$ cat config.mk
export PLATFORM = sky130hd
export DESIGN_NAME = char_move_multi
export DESIGN_NICKNAME = d
export VERILOG_FILES = /design/src/rtl/char_move_pkg.sv /design/src/rtl/char_move_chan.sv /design/src/rtl/char_move_multi.sv
export SDC_FILE = /design/constraint.sdc
export NUM_CORES = 1
export LEC_CHECK = 0
export CAP_MARGIN = 20
export CORE_UTILIZATION = 39
export DETAILED_ROUTE_END_ITERATION = 8
export DONT_BUFFER_PORTS = 1
export GPL_ROUTABILITY_DRIVEN = 0
export GPL_TIMING_DRIVEN = 0
export MAX_ROUTING_LAYER = met4
export PLACE_DENSITY = 0.57
export SLEW_MARGIN = 20
export SYNTH_ARGS = -nofsm -noshare
export SYNTH_HDL_FRONTEND = slang
export SYNTH_SLANG_ARGS = --single-unit
export TNS_END_PERCENT = 10
$ cat constraint.sdc
create_clock -name clk_i -period 7.54 [get_ports clk_i]
set_clock_uncertainty 0.1 [all_clocks]
set_input_delay 1.885 -clock clk_i [delete_from_list [all_inputs] [get_ports clk_i]]
set_output_delay 1.885 -clock clk_i [all_outputs]
set_load 0.02 [all_outputs]
$ cat src/rtl/char_move_pkg.sv
// Shared types, widths and placement helpers for the bottom-row character movers.
package char_move_pkg;

  typedef enum logic [1:0] {ALIVE = 2'd0, DYING = 2'd1, RESPAWN = 2'd2} char_st_t;
  typedef enum logic [1:0] {DIR_NONE = 2'd0, DIR_LEFT = 2'd1, DIR_RIGHT = 2'd2} dir_t;

  localparam int X_W   = 11;
  localparam int POS_W = 12;
  localparam int SPD_W = 3;

  localparam int DEF_SCREEN_W   = 640;
  localparam int DEF_CHAR_WIDTH = 20;
  localparam int MAX_X          = DEF_SCREEN_W - DEF_CHAR_WIDTH;

  function automatic int spawn_x(input int idx, input int x0, input int step);
    return x0 + idx * step;
  endfunction

  function automatic int max_x(input int screen_w, input int char_w);
    return screen_w - char_w;
  endfunction

endpackage

$ cat src/rtl/char_move_chan.sv
// One character channel: ALIVE/DYING/RESPAWN FSM, frame-based acceleration and
// clamped horizontal position.
module char_move_chan
  import char_move_pkg::*;
#(
  parameter int SPAWN_X        = 160,
  parameter int MAX_XP         = 620,
  parameter int MAX_SPEED      = 4,
  parameter int ACCEL_FRAMES   = 4,
  parameter int RESPAWN_FRAMES = 60,
  parameter int BLINK_FRAMES   = 4
) (
  input  logic           clk_i,
  input  logic           reset_i,
  input  logic           sof_i,
  input  logic           new_level_i,
  input  logic           left_press_i,
  input  logic           right_press_i,
  input  logic           left_crash_i,
  input  logic           right_crash_i,
  input  logic           hit_i,
  output logic [X_W-1:0] x_o,
  output logic           alive_o,
  output logic           visible_o
);

  localparam int ACC_W = (ACCEL_FRAMES > 1) ? $clog2(ACCEL_FRAMES) : 1;
  localparam int BLK_W = (BLINK_FRAMES > 1) ? $clog2(BLINK_FRAMES) : 1;
  localparam int FRM_W = $clog2(RESPAWN_FRAMES + 1);

  localparam logic [ACC_W-1:0]        ACC_LAST = ACC_W'(ACCEL_FRAMES - 1);
  localparam logic [BLK_W-1:0]        BLK_LAST = BLK_W'(BLINK_FRAMES - 1);
  localparam logic [FRM_W-1:0]        FRM_LAST = FRM_W'(RESPAWN_FRAMES - 1);
  localparam logic [SPD_W-1:0]        SPD_MAX  = SPD_W'(MAX_SPEED);
  localparam logic [X_W-1:0]          X_SPAWN  = X_W'(SPAWN_X);
  localparam logic [X_W-1:0]          X_LIMIT  = X_W'(MAX_XP);
  localparam logic signed [POS_W-1:0] X_MAX_S  = POS_W'(MAX_XP);

  char_st_t          state_q, state_d;
  dir_t              dir_q, dir_d, dir_s, mv_dir_s;
  logic [X_W-1:0]    x_q, x_d, mv_x_s;
  logic [SPD_W-1:0]  spd_q, spd_d, mv_spd_s;
  logic [ACC_W-1:0]  acc_q, acc_d, mv_acc_s;
  logic [BLK_W-1:0]  blk_q, blk_d;
  logic [FRM_W-1:0]  frm_q, frm_d;
  logic              vis_q, vis_d, alive_q, alive_d;
  logic              crash_s;
  logic signed [POS_W-1:0] pos_s, step_s;

  // State and datapath registers.
  always_ff @(posedge clk_i) begin
    if (reset_i) begin
      state_q <= ALIVE;
      dir_q   <= DIR_NONE;
      x_q     <= X_SPAWN;
      spd_q   <= 3'd0;
      acc_q   <= {ACC_W{1'b0}};
      blk_q   <= {BLK_W{1'b0}};
      frm_q   <= {FRM_W{1'b0}};
      vis_q   <= 1'b1;
      alive_q <= 1'b1;
    end else begin
      state_q <= state_d;
      dir_q   <= dir_d;
      x_q     <= x_d;
      spd_q   <= spd_d;
      acc_q   <= acc_d;
      blk_q   <= blk_d;
      frm_q   <= frm_d;
      vis_q   <= vis_d;
      alive_q <= alive_d;
    end
  end

  // Next-state logic; newLevel overrides everything below reset.
  always_comb begin
    state_d = state_q;
    if (new_level_i) begin
      state_d = ALIVE;
    end else begin
      case (state_q)
        ALIVE:   state_d = hit_i ? DYING : ALIVE;
        DYING:   state_d = (sof_i && (frm_q == FRM_LAST)) ? RESPAWN : DYING;
        RESPAWN: state_d = ALIVE;
        default: state_d = ALIVE;
      endcase
    end
  end

  assign crash_s = ((dir_s == DIR_RIGHT) && right_crash_i) ||
                   ((dir_s == DIR_LEFT) && left_crash_i);

  // Frame move candidate: direction, acceleration, crash block and wall clamp.
  always_comb begin
    dir_s = DIR_NONE;
    if (right_press_i && !left_press_i) begin
      dir_s = DIR_RIGHT;
    end else if (left_press_i && !right_press_i) begin
      dir_s = DIR_LEFT;
    end else begin
      dir_s = DIR_NONE;
    end
    mv_dir_s = dir_s;
    mv_acc_s = acc_q;
    mv_spd_s = spd_q;
    if (dir_s == DIR_NONE) begin
      mv_spd_s = 3'd0;
      mv_acc_s = {ACC_W{1'b0}};
    end else if (dir_s != dir_q) begin
      mv_spd_s = 3'd1;
      mv_acc_s = {ACC_W{1'b0}};
    end else if (acc_q == ACC_LAST) begin
      mv_acc_s = {ACC_W{1'b0}};
      mv_spd_s = (spd_q >= SPD_MAX) ? SPD_MAX : spd_q + 3'd1;
    end else begin
      mv_acc_s = acc_q + ACC_W'(1);
      mv_spd_s = spd_q;
    end
    step_s = $signed({{(POS_W - SPD_W){1'b0}}, mv_spd_s});
    if (dir_s == DIR_LEFT) begin
      pos_s = $signed({1'b0, x_q}) - step_s;
    end else begin
      pos_s = $signed({1'b0, x_q}) + step_s;
    end
    mv_x_s = x_q;
    if (crash_s || (pos_s < 12'sd0) || (pos_s > X_MAX_S)) begin
      mv_spd_s = 3'd0;
      mv_acc_s = {ACC_W{1'b0}};
      mv_dir_s = DIR_NONE;
      if (crash_s) begin
        mv_x_s = x_q;
      end else if (pos_s < 12'sd0) begin
        mv_x_s = {X_W{1'b0}};
      end else begin
        mv_x_s = X_LIMIT;
      end
    end else begin
      mv_x_s = pos_s[X_W-1:0];
    end
  end

  // Per-state register updates.
  always_comb begin
    x_d   = x_q;
    spd_d = spd_q;
    acc_d = acc_q;
    dir_d = dir_q;
    blk_d = blk_q;
    frm_d = frm_q;
    vis_d = vis_q;
    if (new_level_i) begin
      x_d   = X_SPAWN;
      spd_d = 3'd0;
      acc_d = {ACC_W{1'b0}};
      dir_d = DIR_NONE;
      blk_d = {BLK_W{1'b0}};
      frm_d = {FRM_W{1'b0}};
      vis_d = 1'b1;
    end else begin
      case (state_q)
        ALIVE: begin
          if (hit_i) begin
            spd_d = 3'd0;
            acc_d = {ACC_W{1'b0}};
            dir_d = DIR_NONE;
            blk_d = {BLK_W{1'b0}};
            frm_d = {FRM_W{1'b0}};
            vis_d = 1'b0;
          end else if (sof_i) begin
            x_d   = mv_x_s;
            spd_d = mv_spd_s;
            acc_d = mv_acc_s;
            dir_d = mv_dir_s;
          end else begin
            x_d = x_q;
          end
        end
        DYING: begin
          if (sof_i && (frm_q == FRM_LAST)) begin
            x_d   = X_SPAWN;
            frm_d = {FRM_W{1'b0}};
            blk_d = {BLK_W{1'b0}};
            vis_d = 1'b1;
          end else if (sof_i) begin
            frm_d = frm_q + FRM_W'(1);
            if (blk_q == BLK_LAST) begin
              blk_d = {BLK_W{1'b0}};
              vis_d = ~vis_q;
            end else begin
              blk_d = blk_q + BLK_W'(1);
            end
          end else begin
            frm_d = frm_q;
          end
        end
        RESPAWN: vis_d = 1'b1;
        default: vis_d = 1'b1;
      endcase
    end
    alive_d = (state_d == ALIVE);
  end

  assign x_o       = x_q;
  assign alive_o   = alive_q;
  assign visible_o = vis_q;

endmodule

$ cat src/rtl/char_move_multi.sv
// Multi-player bottom-row motion controller: one independent char_move_chan per
// player, each with its own spawn column.
module char_move_multi
  import char_move_pkg::*;
#(
  parameter int NUM_CHARS      = 2,
  parameter int CHAR_HIGHT     = 32,
  parameter int CHAR_WIDTH     = 20,
  parameter int SCREEN_W       = 640,
  parameter int SCREEN_H       = 480,
  parameter int INITIAL_X0     = 160,
  parameter int SPAWN_STEP     = 320,
  parameter int MAX_SPEED      = 4,
  parameter int ACCEL_FRAMES   = 4,
  parameter int RESPAWN_FRAMES = 60,
  parameter int BLINK_FRAMES   = 4
) (
  input  logic                            clk_i,
  input  logic                            reset_i,
  input  logic                            start_of_frame_i,
  input  logic                            new_level_i,
  input  logic [NUM_CHARS-1:0]            left_press_i,
  input  logic [NUM_CHARS-1:0]            right_press_i,
  input  logic [NUM_CHARS-1:0]            left_crash_i,
  input  logic [NUM_CHARS-1:0]            right_crash_i,
  input  logic [NUM_CHARS-1:0]            hit_i,
  output logic [NUM_CHARS-1:0][X_W-1:0]   top_left_x_o,
  output logic [NUM_CHARS-1:0][X_W-1:0]   top_left_y_o,
  output logic [NUM_CHARS-1:0]            alive_o,
  output logic [NUM_CHARS-1:0]            visible_o
);

  localparam int             LIMIT_X = max_x(SCREEN_W, CHAR_WIDTH);
  localparam logic [X_W-1:0] ROW_Y   = X_W'(SCREEN_H - 1 - CHAR_HIGHT);

  for (genvar g = 0; g < NUM_CHARS; g++) begin : gen_chan
    char_move_chan #(
      .SPAWN_X        (spawn_x(g, INITIAL_X0, SPAWN_STEP)),
      .MAX_XP         (LIMIT_X),
      .MAX_SPEED      (MAX_SPEED),
      .ACCEL_FRAMES   (ACCEL_FRAMES),
      .RESPAWN_FRAMES (RESPAWN_FRAMES),
      .BLINK_FRAMES   (BLINK_FRAMES)
    ) u_chan (
      .clk_i         (clk_i),
      .reset_i       (reset_i),
      .sof_i         (start_of_frame_i),
      .new_level_i   (new_level_i),
      .left_press_i  (left_press_i[g]),
      .right_press_i (right_press_i[g]),
      .left_crash_i  (left_crash_i[g]),
      .right_crash_i (right_crash_i[g]),
      .hit_i         (hit_i[g]),
      .x_o           (top_left_x_o[g]),
      .alive_o       (alive_o[g]),
      .visible_o     (visible_o[g])
    );
    assign top_left_y_o[g] = ROW_Y;
  end

endmodule

==> summary.txt, run 1 <==
Status
  – Status: finished, final reports clean

STA
  – Slew Limit Fails: 0
  – Endpoints failing hold: 0
  – Slew HR: 40.1%
  – Fin worst setup slack: 1400 ps
  – Min Hold Slack: 353 ps
  – Final Cycle Share: between 80% and 90%
  – Fin crit period: slightly above 6000 ps
  – Worst slew pin tran: about 890 ps
  – RSZ-0062 raised after global routing: false
  – Setup TNS: 0 ps
  – Final setup violation count: 0
  – Peak Freq: roughly 160 MHz

Worst setup path
  – Worst Path Max Fanout: 10
  – Start point of the critical path: right_press_i[0]
  – R2R Path Start: gen_chan[1].u_chan.acc_q[0]
  – FF-to-FF path depth: 16
  – RR Endpoint: gen_chan[1].u_chan.x_o[3]
  – Critical path launch point type: input pin
  – Critical Path Sink: gen_chan[0].u_chan.spd_q[1]
  – Worst Path Required: 7640 ps
  – Data arrival time of the critical path: ~6200 ps
  – Setup crit end kind: flop
  – Crit Path Category: input pin to flop
  – Worst reg-to-reg setup slack: between 3000 and 4000 ps

Synth
  – Syn Inst Count: 542
  – Top cells by count, synth: dfxtp_1, nand2_1, nor2_1
  – Ranking of synthesized cells by area: dfxtp_1, ha_1, nand2_1, a21oi_1, buf_4
  – Ys flop type: dfxtp_1
  – Post-synthesis cell area: approximately 0.0044 mm²
  – Yosys top cell area share: between 20 and 30%
  – Most common cell in the synthesized netlist: dfxtp_1
  – Flops & latches, synth: 60
  – Syn_area_per_cell: about 8.2 µm²
  – Post-synthesis cell type count: 72
  – Largest area contributor in the netlist: dfxtp_1
  – Post-synthesis sequential area ratio: ~27%
  – Post-synth EDFFs: 0
  – YS warnings: 0
  – Asr flop ratio synth: 0%

Global route
  – Global-route wire length before repair: between 15000 and 20000 µm
  – Gr usage total: between 15 and 20%
  – Antenna violations before repair: 0
  – Vias in the first global route: around 3600
  – Largest net degree at the start of global routing: 13
  – Overflow after GRT: 0

Pwr
  – PwrDens: about 210 mW/mm²
  – Leak pwr: slightly above 2 nW
  – Worst vdd rail ir drop: roughly 85 µV

Floorplanning
  – Initial Utilization: approximately two fifths
  – Die X: approximately 110 µm
  – Die height: between 100 and 150 µm
  – I/O pin cnt: 62
  – Die Area: about 0.012 mm²
  – Core area: 0.0109 mm²
  – FP Rows: 38

Routing
  – Drt wl/cell: between 10 and 15 µm
  – WL final: roughly 10000 µm
  – DRC violation count after routing: 0
  – Via/cell ratio: roughly 5.4
  – Initial DRC count: between 100 and 150
  – Total number of vias: about 3900
  – Routed Antenna Nets: 0
  – 1st-pass router iterations: 4

Clock tree
  – Cts hold-fix bufs: 0
  – CTS tree: built
  – Clock Sinks: 60
  – Cts bufs inserted: 9
  – Root Buffer Master: clkbuf_16
  – Clk_lat worst skew: ~330 ps
  – # Post-CTS Setup Buffers: 0
  – Clk slew on worst S/H paths: roughly 60 ps
  – CTS max path bufs: 2
  – H-tree levels: 3
  – CTS resizes: 0

Hold path
  – Hold Crit Class: flop to flop

Final layout
  – Filler cells: approximately 1100
  – Layout area overhead: 13.0%
  – Fraction of layout cells with a size suffix above 1: 11.4%
  – Area of the multi-input gates: 0.00292 mm²
  – Register area: 0.00120 mm²
  – Fin util: 45.7%
  – Number of diodes: 0
  – Nets: between 600 and 700

Placed design
  – Dpl hpwl: around 8000 µm
  – Post-Place Setup Slack: about 1100 ps
  – Port Buffer Count: 0

Flow run
  – Max cap viols: 0
## worst max-delay path, stage by stage
cell	delay [ps]
inv_1	30
ha_1	120
clkbuf_1	320
xor2_1	190
nor3_1	380
and2_1	210
inv_1	60
ha_1	280
mux2_2	290
fa_1	430
nand2b_1	180
a21oi_1	290
o2111ai_1	180
and4_1	250
o22ai_1	300
o41a_1	280
clkbuf_1	410
o31ai_1	150
## per-layer routing
metal	global-route usage [%]	vias up	routed length [µm]
met4	8.01	0	232
met5	-	-	0
met1	26.1	1785	5010
li1	-	1975	-
met3	2.77	20	585
met2	29.2	86	4620
## cells in the final DEF, fill, tap and decap left out, types with 3 or more instances in the layout
cell       instances
a21o_1             7
a21oi_1           39
a221oi_1           3
a22o_1             5
a22oi_1            4
a31oi_1            4
and2_1             6
and3_1             4
buf_4             26
clkbuf_1          11
clkbuf_16          9
conb_1            22
dfxtp_1           60
ha_1              42
inv_1             28
nand2_1           53
nand2b_1          10
nand3_1           19
nand4_1            5
nor2_1            51
nor2b_1            8
nor3_1            16
nor4_1             3
o21a_1             4
o21ai_0           17
o21ai_1            8
o22ai_1            4
o311a_1            3
o31ai_1            5
o32ai_1            3
o41ai_2            6
or3_1              9
xnor2_1            7
xor2_1            16
## where the power goes
group	internal [mW]	switching, mW
sequential	0.323	0.00909
clock	0.291	0.159
combinational	0.102	0.173
total	0.716	0.341
## cell families (layout without fill, tap and decap cells)
group / count (synthesis) / after routing / share of synthesized area (%)
and+or+nand+nor: 199 / 199 / 21.9
AOI/OAI and AO/OA: 140 / 140 / 23.6
buffers and inverters: 69 / 85 / 8.41
DFF: 60 / 60 / 27.2
adders and majority gates: 44 / 44 / 12.8
xor gates and xnor gates: 24 / 24 / 4.93
muxes: 4 / 4 / 0.963
other: 2 / 22 / 0.170
## final cells by class
type	instances	area share, %
plain buffers	41	5.34
clock buffers	9	4.51
flip-flops and latches	60	24.1
inverters	28	2.11
clock inverters	7	1.98
well taps	140	3.51
multi-input cells	433	58.5
## how the worst min path moves through the flow
| stage | startpoint | endpoint | slack [ps] | cells after the start |
|---|---|---|---|---|
| final | gen_chan[0].u_chan.acc_q[1] | gen_chan[0].u_chan.acc_q[1] | 350 | 2 |
| after detailed placement | gen_chan[0].u_chan.acc_q[1] | gen_chan[0].u_chan.acc_q[1] | 340 | 2 |
| after global placement | gen_chan[0].u_chan.acc_q[1] | gen_chan[0].u_chan.acc_q[1] | 340 | 2 |
| after CTS | gen_chan[0].u_chan.acc_q[1] | gen_chan[0].u_chan.acc_q[1] | 350 | 2 |
| after global routing | gen_chan[0].u_chan.dir_q[1] | gen_chan[0].u_chan.dir_q[1] | 380 | 2 |
| after floorplan | gen_chan[0].u_chan.acc_q[1] | gen_chan[0].u_chan.acc_q[1] | 330 | 2 |
## flip-flops by register name (all words and copies together), names as in the netlist
signal	cells
gen_chan.u_chan.x_o	22
gen_chan.u_chan.frm_q	12
gen_chan.u_chan.spd_q	6
gen_chan.u_chan.acc_q	4
gen_chan.u_chan.blk_q	4
gen_chan.u_chan.dir_q	4
gen_chan.u_chan.state_q	4
gen_chan.u_chan.alive_o	2
gen_chan.u_chan.visible_o	2
## stage by stage
step,power (mW),instances,cell area [µm²]
floorplan,0.557,562,4490
global route,1.11,718,4990
finish,1.06,718,4990
detailed placement,0.610,702,4670
global placement,0.607,702,4670
CTS,1.07,718,4990
Note: power is estimated with default switching activity, not from simulation.
==> inputs of run 2 (changes only) <==
==> constraint.sdc (replaced) <==
create_clock -name clk_i -period 6.25 [get_ports clk_i]
set_clock_uncertainty 0.1 [all_clocks]
set_input_delay 1.5625 -clock clk_i [delete_from_list [all_inputs] [get_ports clk_i]]
set_output_delay 1.5625 -clock clk_i [all_outputs]
set_load 0.02 [all_outputs]
==> results of run 2 <==
Same layout as run 1 (identical final DEF). Status: finished, final reports clean.
Main changes from that run: setup slack after placement 1120 ps -> 155 ps; setup slack after layout 1400 ps -> 433 ps; register-to-register setup slack 3010 ps -> 1720 ps; total power 1.06 mW -> 1.28 mW; worst IR drop on VDD 85.2 µV -> 103 µV
==> inputs of run 3 (changes only) <==
--- a/config.mk
+++ b/config.mk
@@ -7,6 +7,7 @@
 export LEC_CHECK = 0
 export CAP_MARGIN = 20
 export CORE_UTILIZATION = 39
+export CTS_CLUSTER_SIZE = 8
 export DETAILED_ROUTE_END_ITERATION = 8
 export DONT_BUFFER_PORTS = 1
 export GPL_ROUTABILITY_DRIVEN = 0
==> results of run 3 <==
Same layout as run 1 (identical final DEF). Status: finished, final reports clean.
Main changes from that run: setup slack after placement 1120 ps -> 155 ps; setup slack after layout 1400 ps -> 433 ps; register-to-register setup slack 3010 ps -> 1720 ps; total power 1.06 mW -> 1.28 mW; worst IR drop on VDD 85.2 µV -> 103 µV
